<file path="config.mk">
export PLATFORM = sky130hd
export DESIGN_NAME = mesm6_mem_arbiter
export DESIGN_NICKNAME = d
export VERILOG_FILES = /design/src/rtl/mesm6_mem_arbiter.sv
export SDC_FILE = /design/constraint.sdc
export NUM_CORES = 1
export LEC_CHECK = 0
export ABC_AREA = 1
export BUFFER_PORTS_ARGS = -buffer_cell sky130_fd_sc_hd__buf_2
export CORE_AREA = 2 2 123 125
export DETAILED_ROUTE_END_ITERATION = 6
export DIE_AREA = 0 0 125 127
export HOLD_SLACK_MARGIN = 0.15
export PLACE_DENSITY = 0.83
export SLEW_MARGIN = 20
export SYNTH_ARGS = -nofsm -noshare
export SYNTH_HDL_FRONTEND = slang
export SYNTH_SLANG_ARGS = --single-unit
</file>
<file path="constraint.sdc">
create_clock -name clk -period 5.2 [get_ports clk]
set_clock_uncertainty 0.05 [all_clocks]
set_input_delay 0.52 -clock clk [delete_from_list [all_inputs] [get_ports clk]]
set_output_delay 0.52 -clock clk [all_outputs]
set_load 0.05 [all_outputs]
</file>
<file path="src/rtl/mesm6_mem_arbiter.sv">
// Shares one single-ported memory between the MESM-6 instruction and data buses.
// One transaction at a time, round-robin on conflict, ack timeout.
module mesm6_mem_arbiter #(
  parameter int ADDR_W  = 15,
  parameter int DATA_W  = 48,
  parameter int TIMEOUT = 255
) (
  input  logic              clk,
  input  logic              reset,
  input  logic              ibus_fetch,
  input  logic [ADDR_W-1:0] ibus_addr,
  output logic [DATA_W-1:0] ibus_input,
  output logic              ibus_done,
  input  logic              dbus_read,
  input  logic              dbus_write,
  input  logic [ADDR_W-1:0] dbus_addr,
  input  logic [DATA_W-1:0] dbus_output,
  output logic [DATA_W-1:0] dbus_input,
  output logic              dbus_done,
  output logic              mem_req,
  output logic              mem_we,
  output logic [ADDR_W-1:0] mem_addr,
  output logic [DATA_W-1:0] mem_wdata,
  input  logic [DATA_W-1:0] mem_rdata,
  input  logic              mem_ack,
  output logic              bus_error
);

  localparam logic [1:0] S_IDLE   = 2'd0;
  localparam logic [1:0] S_ACCESS = 2'd1;
  localparam logic [1:0] S_RESP   = 2'd2;

  localparam int CNT_W   = (TIMEOUT > 1) ? $clog2(TIMEOUT + 1) : 1;
  localparam int CNT_MAX = (TIMEOUT > 0) ? TIMEOUT - 1 : 0;
  localparam logic [CNT_W-1:0] CNT_LAST = CNT_W'(CNT_MAX);

  logic [1:0]       state;
  logic             grant_d;     // 1 = current transaction belongs to dbus
  logic             last_grant;  // winner of the most recent conflict, 1 = dbus
  logic             mask_i;
  logic             mask_d;
  logic [CNT_W-1:0] cnt;

  logic req_i;
  logic req_d;
  logic pick_d;
  logic timed_out;

  always_comb begin
    req_i     = ibus_fetch & ~mask_i;
    req_d     = (dbus_read | dbus_write) & ~mask_d;
    pick_d    = req_d & (~req_i | ~last_grant);
    timed_out = (TIMEOUT != 0) && (cnt == CNT_LAST);
  end

  assign mem_req   = (state == S_ACCESS);
  assign ibus_done = (state == S_RESP) & ~grant_d;
  assign dbus_done = (state == S_RESP) & grant_d;

  always_ff @(posedge clk) begin
    if (reset) begin
      state      <= S_IDLE;
      grant_d    <= 1'b0;
      last_grant <= 1'b0;
      mask_i     <= 1'b0;
      mask_d     <= 1'b0;
      cnt        <= '0;
      mem_we     <= 1'b0;
      mem_addr   <= '0;
      mem_wdata  <= '0;
      ibus_input <= '0;
      dbus_input <= '0;
      bus_error  <= 1'b0;
    end else begin
      mask_i <= 1'b0;
      mask_d <= 1'b0;
      case (state)
        S_IDLE: begin
          if (req_i | req_d) begin
            state   <= S_ACCESS;
            grant_d <= pick_d;
            cnt     <= '0;
            // Rotation only advances on a real conflict; a lone requester never shifts priority.
            if (req_i & req_d)
              last_grant <= pick_d;
            if (pick_d) begin
              mem_addr  <= dbus_addr;
              mem_we    <= dbus_write;
              mem_wdata <= dbus_output;
              if (dbus_read & dbus_write)
                bus_error <= 1'b1;
            end else begin
              mem_addr <= ibus_addr;
              mem_we   <= 1'b0;
            end
          end
        end
        S_ACCESS: begin
          if (mem_ack) begin
            state <= S_RESP;
            if (!mem_we) begin
              if (grant_d) dbus_input <= mem_rdata;
              else         ibus_input <= mem_rdata;
            end
          end else if (timed_out) begin
            state     <= S_RESP;
            bus_error <= 1'b1;
            if (!mem_we) begin
              if (grant_d) dbus_input <= '0;
              else         ibus_input <= '0;
            end
          end else begin
            cnt <= cnt + 1'b1;
          end
        end
        S_RESP: begin
          // The core's request level lingers one cycle past done; hide it from the next IDLE.
          state  <= S_IDLE;
          mask_i <= ~grant_d;
          mask_d <= grant_d;
        end
        default: state <= S_IDLE;
      endcase
    end
  end

endmodule

</file>
# After elaboration in Yosys (flattened, before gate mapping)
# Index checks and enable logic that the tools add are counted.
# totals
regBits	175
latch_bits	0
ram_bits	0
mem_bits_ro	0
inputBits	132
output_inout_bits	164
mem_count	0
# op_classes
n_addsub	1
n_mul	0
div_mod_pow	0
magnitude_cmp	0
n_eq_ne	16
shift	0
mux	28
bitwise	16
reduce_logical	12
# ops
cell	count
48-bit two-way mux	12
8-bit two-way mux	3
2-bit != test (second input constant)	10
6-bit AND reduction	3
8-bit case mux with 2 select lines	1
15-bit two-way mux	1
8-bit by 1-bit adder with 8-bit output (second input constant)	1
8-bit equality test (second input constant)	1
1-bit bitwise AND	7
1-bit two-way mux	6
2-bit two-way mux	3
1-bit inverter	6
3-bit AND reduction	2
2-bit by 1-bit != test with 1-bit output (second input constant)	2
2-bit case mux with 2 select lines	1
2-bit AND reduction	2
4-bit AND reduction	1
2-bit nonzero test	2
3-bit by 1-bit != test with 1-bit output (second input constant)	1
1-bit OR	3
2-bit by 1-bit equality test with 1-bit output (second input constant)	1
2-bit equality test (second input constant)	1
2-bit zero test	1
1-bit case mux with 2 select lines	1
2-bit OR reduction	1

# Depth between registers and ports, before layout
# Gate-level depths: netlist of run 1.
# depth
word_depth	8
ltp_mapped	11
depth_no_buf	11

# Worst setup path after synthesis of run 1
# OpenSTA, ideal clock, no wires.
# synth_timing
path_type	reg-to-reg
startpoint	register state[0]
endpoint	register dbus_input[1]
t_arrival_ns	1.634
slack_ns	3.404
stages_incl_launch_ff	10
n_path_buf	2
synth_period_minus_slack_ns	1.796
cell_sequence	dfxtp_1 > inv_2 > nor2_4 > nand2_2 > nor2_4 > nand3_2 > buf_6 > buf_4 > nor2_1 > nor2_1
# synth_between
elab_chain_cells	2
# synth_rtl
element	line_no	rtl
from (decl)	37	logic [1:0] state;
from (signal assigned)	62	state <= S_IDLE;
from (signal assigned)	80	state <= S_ACCESS;
from (signal assigned)	100	state <= S_RESP;
2-bit by 1-bit equality test with 1-bit output	n/a	
via mem_req	20	output logic mem_req,
6-bit AND reduction (no source line)	n/a	
to (signal assigned)	102	if (grant_d) dbus_input <= mem_rdata;
to (decl)	18	output logic [DATA_W-1:0] dbus_input,
# The timed path passes the listed nets, and every way through them passes these cells.
# A chain may end at the register's enable or synchronous reset.

# Worst setup path in the final report of run 1
# layout_timing
startpoint	register cnt[0]
endpoint	register dbus_input[43]
# layout_between
elab_chain_cells	3
# layout_rtl
element	line_no	rtl
from (decl)	42	logic [CNT_W-1:0] cnt;
from (signal assigned)	113	cnt <= cnt + 1'b1;
8-bit equality test *	53	timed_out = (TIMEOUT != 0) && (cnt == CNT_LAST);
2-bit != test (no source line) / 2-bit nonzero test (equally long branches)	n/a	
6-bit AND reduction (no source line) *	n/a	
# Every way passes the cells marked *; elsewhere a longest branch is shown, timed or not.

==> results of run 1 <==
## power breakdown
part	switching (mW)	internal (mW)	total [mW]
logic	0.679	0.220	0.899
registers	0.0573	1.45	1.51
clock network	0.516	0.729	1.25
total	1.25	2.40	3.65
## per-stage QoR
step | worst slack [ns] | instance area (sq um) | instances
after floorplan | 3.40 | 7400 | 1093
after global placement | 2.32 | 8840 | 1514
after detailed placement | 2.21 | 8840 | 1514
after CTS | 2.17 | 9420 | 1545
after global routing | 1.88 | 9420 | 1545
final | 2.18 | 9420 | 1545
## state kept, by name, summed over array words and instances (netlist names)
name / cells
bus_error: 1
mem_addr: 15
grant_d: 1
cnt: 8
mask_i: 1
state: 2
ibus_input: 48
mask_d: 1
mem_wdata: 48
mem_we: 1
last_grant: 1
dbus_input: 48
## routing by layer
metal  global-route usage, %  vias to the layer above  wire [microns]
met5                       0                        -               0
met4                    10.3                        0             578
met3                    6.53                       44            1620
met2                    38.2                      313            9070
met1                    29.5                     3254            8010
li1                        -                     3841               -
## kinds of logic (layout without fill, tap and decap cells)
| family | Yosys count | count (layout) | share of synthesized area [%] |
|---|---|---|---|
| adder cells (fa/ha/maj) | 2 | 2 | 0.338 |
| AND/OR/NAND/NOR | 543 | 543 | 29.5 |
| XOR/XNOR | 1 | 1 | 0.118 |
| buffers and inverters | 208 | 476 | 11.5 |
| flip-flops | 175 | 175 | 47.4 |
| AO/OA/AOI/OAI | 164 | 164 | 11.2 |
## cell usage after synthesis
master    instances  area (sq um)
nand3_1          14          70.1
a21oi_1         145           726
dfxtp_1         175          3500
nor2_4            4          45.0
nor3_1            2          10.0
ha_1              2          25.0
clkbuf_1         41           154
buf_2            15          75.1
o21ai_0          17          85.1
nand2_2           3          18.8
o21bai_1          1          7.51
nand2_1         362          1360
nor2_1          135           507
nor2_2            1          6.26
nand4_1          18           113
buf_4             3          22.5
nand2_4           1          11.3
nand3_4           2          35.0
inv_2             4          15.0
xor2_1            1          8.76
buf_6             5          56.3
o31ai_1           1          7.51
inv_1           140           526
nand3_2           1          10.0
## path summary, 6_finish.rpt
check              endpoint  depth (start not counted)  slack [ns]            start
max          dbus_input[43]                         11        2.18           cnt[0]
min           mem_wdata[11]                          3        0.28  dbus_output[11]
max reg2reg  dbus_input[43]                         11        2.18           cnt[0]
min reg2reg       bus_error                          2        0.40        bus_error
## final cells by class
class | count | area, sq um | area share, %
Clock buffer | 21 | 460 | 4.89
Multi-Input combinational cell | 710 | 3040 | 32.3
Sequential cell | 175 | 3500 | 37.2
Timing Repair Buffer | 301 | 1520 | 16.2
Inverter | 144 | 542 | 5.75
Clock inverter | 10 | 114 | 1.21
Tap cell | 184 | 230 | 2.45
## critical path, stage by stage (launching register included)
cell and delay (ns):
dfxtp_1 0.34, inv_1 0.08, ha_1 0.14, nand2_1 0.05, nor2_1 0.24, nand2_2 0.14, nand2_4 0.19, nand3_2 0.80
buf_4 0.57, nand2_1 0.12, nand2_1 0.07, nor2_1 0.16
==> metrics, run 1 <==
Min Hold Slack 0.282 ns; Clock Tree Root clkbuf_16; commonest non-fill, non-tap cell in the layout nand2_1; vias per cell 4.82; Slew headroom 33.2%; row count 44; fin crit period 3.02 ns; TritonRoute pass-1 iters 5; Power Total 3.65 mW; io pins just under 300; Worst Setup Start Kind flop; critical path class reg -> reg; vias post-DR 7,452; Post-Syn Nets 1,227; gr ovfl total 0; die height 127 microns; vias in the first global route 6,681; final core utilization 65.3%; DIE AREA 15,900 sq um; area delta synth->final 27.3%; global placer's final weighted congestion 0.875; CTS tree done; unrepaired setup endpoints after global routing no; CP arrival roughly 3.3 ns; CP Capture Type flop; first-pass GRT wire length 31,100 microns; Worst-Margin Slew between 1 and 1.5 ns; Post-Syn Area roughly 7400 sq um; most frequent cells in the layout 362 x nand2_1, 295 x buf_2, 175 x dfxtp_1, 145 x a21oi_1, 139 x inv_1; VDD IR max roughly 0.00024 V; Final Hold Viols 0; Slew Viols, Final 0; clock tree buffer depth 2; max-cap viol count 0; IO buf count 295; cell leakage power between 5 and 6 nW; layout cells sized above 1 25.5%; core footprint 14,400 sq um; Clock H-tree levels 4; CTS Hold Buffers Added 0; ANT nets after route 0; post-synthesis sequential area ratio about 47%; final net count 1,483; WL final 19,300 microns; largest net degree at the start of global routing just under 90; post-synthesis cell count roughly 1,100; TNS Setup 0 ns; clock buffer count from CTS 17; PD cells 388 nW/um^2; Max Freq about 330 MHz; number of antenna violations at the first check in global routing 0; Wirelength per Cell 12.5 microns; Skew-Pair Late Insertion Delay 0.43 ns; crit-path max FO 54; Tightest Hold Check Type in -> reg; # clock sinks 175; status finished, final reports clean; post-synthesis register bit count approximately 180; starting DRC count in detailed routing approximately 570; yosys warns 0; initial core utilization 51.3%; global-route total usage across every layer 23.5%; Syn Area/Cell 6.77 sq um; # diodes 0; die width around 130 microns; Resized cells post-CTS 0; post-route DRC violation count 0; HPWL after detailed placement 13,100 microns; Tcrit/Tclk final between 50% and 60%; Worst EP required 5.50 ns; Final setup viols 0; clock slew seen by the registers of the worst setup and hold paths 0.06 ns; library cells used by synthesis 24; Setup Fix Bufs, Post-CTS 0; Layout fillers 1,302
(Power assumes the default switching activity.)
==> inputs of run 2 (changes only) <==
--- a/config.mk
+++ b/config.mk
@@ -7,11 +7,11 @@
 export LEC_CHECK = 0
 export ABC_AREA = 1
 export BUFFER_PORTS_ARGS = -buffer_cell sky130_fd_sc_hd__buf_2
-export CORE_AREA = 2 2 123 125
+export CORE_AREA = 2 2 126 128
 export DETAILED_ROUTE_END_ITERATION = 6
-export DIE_AREA = 0 0 125 127
+export DIE_AREA = 0 0 128 130
 export HOLD_SLACK_MARGIN = 0.15
-export PLACE_DENSITY = 0.83
+export PLACE_DENSITY = 0.8
 export SLEW_MARGIN = 20
 export SYNTH_ARGS = -nofsm -noshare
 export SYNTH_HDL_FRONTEND = slang
==> constraint.sdc (replaced) <==
create_clock -name clk -period 2.8 [get_ports clk]
set_clock_uncertainty 0.05 [all_clocks]
set_input_delay 0.28 -clock clk [delete_from_list [all_inputs] [get_ports clk]]
set_output_delay 0.28 -clock clk [all_outputs]
set_load 0.05 [all_outputs]
==> run 2 against run 1 <==
Critical endpoint is now mem_addr[3]. Die area rose by 4.8%. Worst setup slack worse by 1.9 ns. Cell area increased by 14%. Sequential power rose by 85%. Critical path depth shrank 1. Flip-flop and latch count unchanged. Non-clock buffer count is 130 higher. Hold slack got worse by 0.076 ns. Cell count is 8.9% higher. Total power is 93% higher. Clock-buffer cell count grew 1. First-iteration DRC count grew 13%.
==> metrics, run 2 (same netlist as run 1, synthesis figures left out) <==
Slew headroom 43.1%; core footprint 15,400 sq um; die width 128 microns; GR met2 Demand/Resource 44.5%; crit-path leading delay family buffers and inverters; Tcrit/Tclk final 91.5%; post-route DRC violation count 0; final cell area excluding filler cells 10,800 sq um; worst setup margin 0.239 ns; clock buffer count from CTS 17; CTS tree done; Worst-Margin Slew 0.854 ns; Worst setup startpoint dbus_write; status finished, final reports clean; worst path bufs/invs 5; final core utilization 69.8%; area delta synth->final 45.5%; unrepaired setup endpoints after global routing no; final net count between 1,500 and 2,000; # diodes 0; ANT nets after route 0; layout cells sized above 1 23.7%; Cells after DPL 1,525; Clock H-tree levels 4; largest net degree at the start of global routing 89; most frequent cells in the layout 362 x nand2_1, 295 x buf_2, 175 x dfxtp_1, 145 x a21oi_1, 138 x inv_1; global-route total usage across every layer 26.1%; biggest regs dbus_input x48, ibus_input x48, mem_wdata x48; DP Area 8910 sq um; io pins a little under 300; vias post-DR roughly 8,100; vias in the first global route 7,302; CP arrival roughly 2.8 ns; VDD IR max between 0.0003 and 0.0004 V; crit-path max FO 10; Worst EP required roughly 3.0 ns; Max Freq around 400 MHz; Skew-Pair Late Insertion Delay slightly above 0.4 ns; met3 usage 7.09%; Crit path largest cell delay 0.58 ns; met1 usage 31.5%; Slew Viols, Final 0; TritonRoute pass-1 iters 6; Clock Tree Root clkbuf_16; number of antenna violations at the first check in global routing 0; global route hottest layer met2; cell leakage power 5.75 nW; TNS Setup 0 ns; worst hold start mem_rdata[25]; Final Hold Viols 0; Worst Setup Start Kind input port; Place WS 0.635 ns; final cell count without fillers 1,683; Final setup viols 0; PD cells between 600 and 700 nW/um^2; Wirelength per Cell 13.3 microns; fin crit period 2.56 ns; commonest non-fill, non-tap cell in the layout nand2_1; Worst R2R Start state[1]; DIE AREA 16,600 sq um; IO buf count 295; first-pass GRT wire length approximately 35,000 microns; initial core utilization 47.9%; worst path cell trace dlygate4sd3_1 > buf_2 > o21ai_0 > nand2_1 > nand2_1 > clkinvlp_4 > buf_4 > o21ai_0 > a21oi_1 > dlygate4sd3_1; HPWL after detailed placement 13,000 microns; critical path class in -> reg; CP Capture Type flop; clock slew seen by the registers of the worst setup and hold paths 0.06 ns; # clock sinks 175; max-cap viol count 0; die height 130 microns; clock tree buffer depth 2; vias per cell 4.79; row count 46; CP max-delay cell dlygate4sd3_1; Power Total 7.06 mW; starting DRC count in detailed routing 642; global placer's final weighted congestion 0.895; Min Hold Slack 0.207 ns; WL final 22,400 microns; gr ovfl total 0; Tightest Hold Check Type in -> reg
==> run 2: what timing repair did <==
item | CTS | global route
endpoints found under the hold margin | 141 | 0
resized for setup | 0 | 1
buffers inserted | 0 | 2
hold buffers | 125 | 0
endpoints found under the setup margin | 0 | 1
==> run 2: worst paths after layout <==
kind	end	slack, ns	depth (start not counted)
hold / removal	dbus_input[25]	0.21	5
setup reg to reg	mem_addr[3]	0.39	7
hold reg to reg	bus_error	0.41	2
setup / recovery	mem_addr[3]	0.24	10
==> run 2: layer usage <==
metal | vias up | part of all wire, %
li1 | 4097 | -
met1 | 3552 | 42
met2 | 348 | 49
met3 | 58 | 6.7
met4 | 0 | 2.9
met5 | - | 0
==> run 2: worst min-delay path, delay by kind of cell <==
kind,cells,cell delay (ns)
buffers and inverters,1,0.08
AND/OR/NAND/NOR,4,0.28
==> run 2: cell type report <==
| class | instances | area, sq um |
|---|---|---|
| inverters | 144 | 546 |
| well taps | 192 | 240 |
| clock buffers | 22 | 474 |
| fillers | 1187 | 4660 |
| flip-flops and latches | 175 | 3500 |
| clock inverters | 9 | 108 |
| multi-input cells | 710 | 3040 |
| repair buffers | 431 | 2850 |
==> run 2: report_power, final <==
group / total (mW) / switching, mW / internal, mW
Combinational: 1.90 / 1.34 / 0.564
Sequential: 2.80 / 0.108 / 2.69
Clock: 2.36 / 0.972 / 1.38
Total: 7.06 / 2.42 / 4.64
==> inputs of run 3 (changes only) <==
==> constraint.sdc (replaced) <==
create_clock -name clk -period 2.8 [get_ports clk]
set_clock_uncertainty 0.05 [all_clocks]
set_input_delay 0.56 -clock clk [delete_from_list [all_inputs] [get_ports clk]]
set_output_delay 0.56 -clock clk [all_outputs]
set_load 0.05 [all_outputs]
==> run 3 against run 2 <==
Total power is 0.83% lower. Die area stayed put. Largest power group unchanged. Hold slack better by 0.12 ns. Core utilization is 7.7 points lower. Flip-flop and latch count stayed put. Wire length is 13% lower. Cell area is 11% lower. Critical path type is now reg -> reg. Worst setup slack better by 0.38 ns.
==> metrics, run 3 (same netlist as run 1, synthesis figures left out) <==
status finished, final reports clean; worst setup margin 0.617 ns; CTS tree done; core footprint about 15,000 sq um; area delta synth->final 29.5%; vias post-DR 7,401; biggest regs dbus_input x48, ibus_input x48, mem_wdata x48; Place WS 0.650 ns; hold path endpoint mem_wdata[38]; io pins 296; Slew headroom 60.6%; most used cell, CP nand2_1; vias per cell 4.74; max-cap viol count 0; Resized cells post-CTS 0; worst path bufs/invs 2; worst path cell trace inv_1 > ha_1 > nand2_1 > nor2_1 > nand2_2 > nand2_4 > nand3_2 > buf_12 > nand2_1 > nand2_1 > nor2_1; largest net degree at the start of global routing 67; Worst-Margin Slew 0.591 ns; WL final 19,600 microns; crit-path max FO 60; clock buffer count from CTS 17; final net count 1,490; number of stages on the worst hold path 3; CTS Hold Buffers Added 0; most frequent cells in the layout 362 x nand2_1, 295 x buf_2, 175 x dfxtp_1, 145 x a21oi_1, 139 x inv_1; HPWL after detailed placement ~13,000 microns; initial core utilization a little under half; worst hold start dbus_output[38]; layout cells sized above 1 26.1%; DIE AREA roughly 17,000 sq um; Slew Viols, Final 0; # clock sinks 175; Max Freq 458 MHz; global-route total usage across every layer 22.6%; clock slew seen by the registers of the worst setup and hold paths 0.07 ns; Tightest Hold Check Type in -> reg; CP arrival approximately 2.5 ns; crit-path leading delay family simple AND/OR/NAND/NOR gates; VDD IR max approximately 0.00043 V; Final setup viols 0; cell leakage power 5.24 nW; Worst EP required 3.10 ns; Reg2Reg Setup Slack 0.62 ns; final cell area excluding filler cells 9580 sq um; critical path class reg -> reg; TritonRoute pass-1 iters 5; row count 46; Wirelength per Cell roughly 13 microns; Skew-Pair Late Insertion Delay 0.42 ns; ANT nets after route 0; CP max-delay cell dfxtp_1; Setup Fix Bufs, Post-CTS 0; clock tree buffer depth 2; unrepaired setup endpoints after global routing no; CP Capture Type flop; number of antenna violations at the first check in global routing 1; post-route DRC violation count 0; Clock H-tree levels 4; starting DRC count in detailed routing 583; worst flop-to-flop path endpoint dbus_input[11]; gr ovfl total 0; Min Hold Slack 0.331 ns; Crit path largest cell delay 0.34 ns; Power Total 7.00 mW; Final Hold Viols 0; first-pass GRT wire length 30,400 microns; Tcrit/Tclk final 78.0%; Worst Setup Start Kind flop; DP Area 8940 sq um; global placer's final weighted congestion 0.884; R2R depth 11; die height 130 microns; commonest non-fill, non-tap cell in the layout nand2_1; PD cells between 700 and 800 nW/um^2; IO buf count ~300; die width roughly 130 microns; Worst R2R Start cnt[0]; TNS Setup 0 ns; Clock Tree Root clkbuf_16; vias in the first global route 6,468; fin crit period 2.18 ns
==> run 3: changes by cell type in the layout (fill, tap and decap cells not counted), moves of 2 or more <==
cell	change
inv_8	+3
dlygate4sd3_1	-125
clkinv_4	+3
buf_4	+2
clkinv_2	-2
clkbuf_1	-2
==> run 3: worst min-delay path: cells and delay by family <==
| family | cells | cell delay, ns |
|---|---|---|
| simple gates | 1 | 0.05 |
| buf+inv | 1 | 0.09 |
| compound gates | 1 | 0.05 |
==> run 3: how the worst max path moves through the flow <==
stage,from,end,slack (ns),cells past startpoint
detailed placement,cnt[0],dbus_input[11],0.65,10
global route,cnt[0],dbus_input[11],0.42,11
floorplan,state[0],dbus_input[1],1.00,9
global placement,cnt[0],dbus_input[2],0.70,10
CTS,cnt[0],dbus_input[11],0.61,11
finish,cnt[0],dbus_input[11],0.62,11
==> run 3: cell type report <==
class                           instances  area [sq um]
Multi-Input combinational cell        710          3040
Tap cell                              192           240
Clock buffer                           19           453
Inverter                              144           542
Sequential cell                       175          3500
Antenna cell                            1          2.50
Fill cell                            1396          5850
Clock inverter                         13           179
Timing Repair Buffer                  308          1610
==> run 3: per-stage QoR <==
step / utilization (%) / cells
6_report: 62.1 / 1562
5_1_grt: 62.1 / 1562
4_1_cts: 62.1 / 1561
3_5_place_dp: 58.0 / 1529
3_3_place_gp: 58.0 / 1529
2_1_floorplan: - / 1093
==> run 3: report_power, final <==
part,switching [mW],internal [mW],total (mW)
Combinational,1.27,0.419,1.69
Clock,1.03,1.48,2.51
Sequential,0.105,2.69,2.80
==> run 3: layer usage <==
layer  track usage, %  routed length, microns
met1             28.6                    8620
met2             37.0                    9170
met3             5.49                    1340
met4             9.89                     449
met5                0                       0
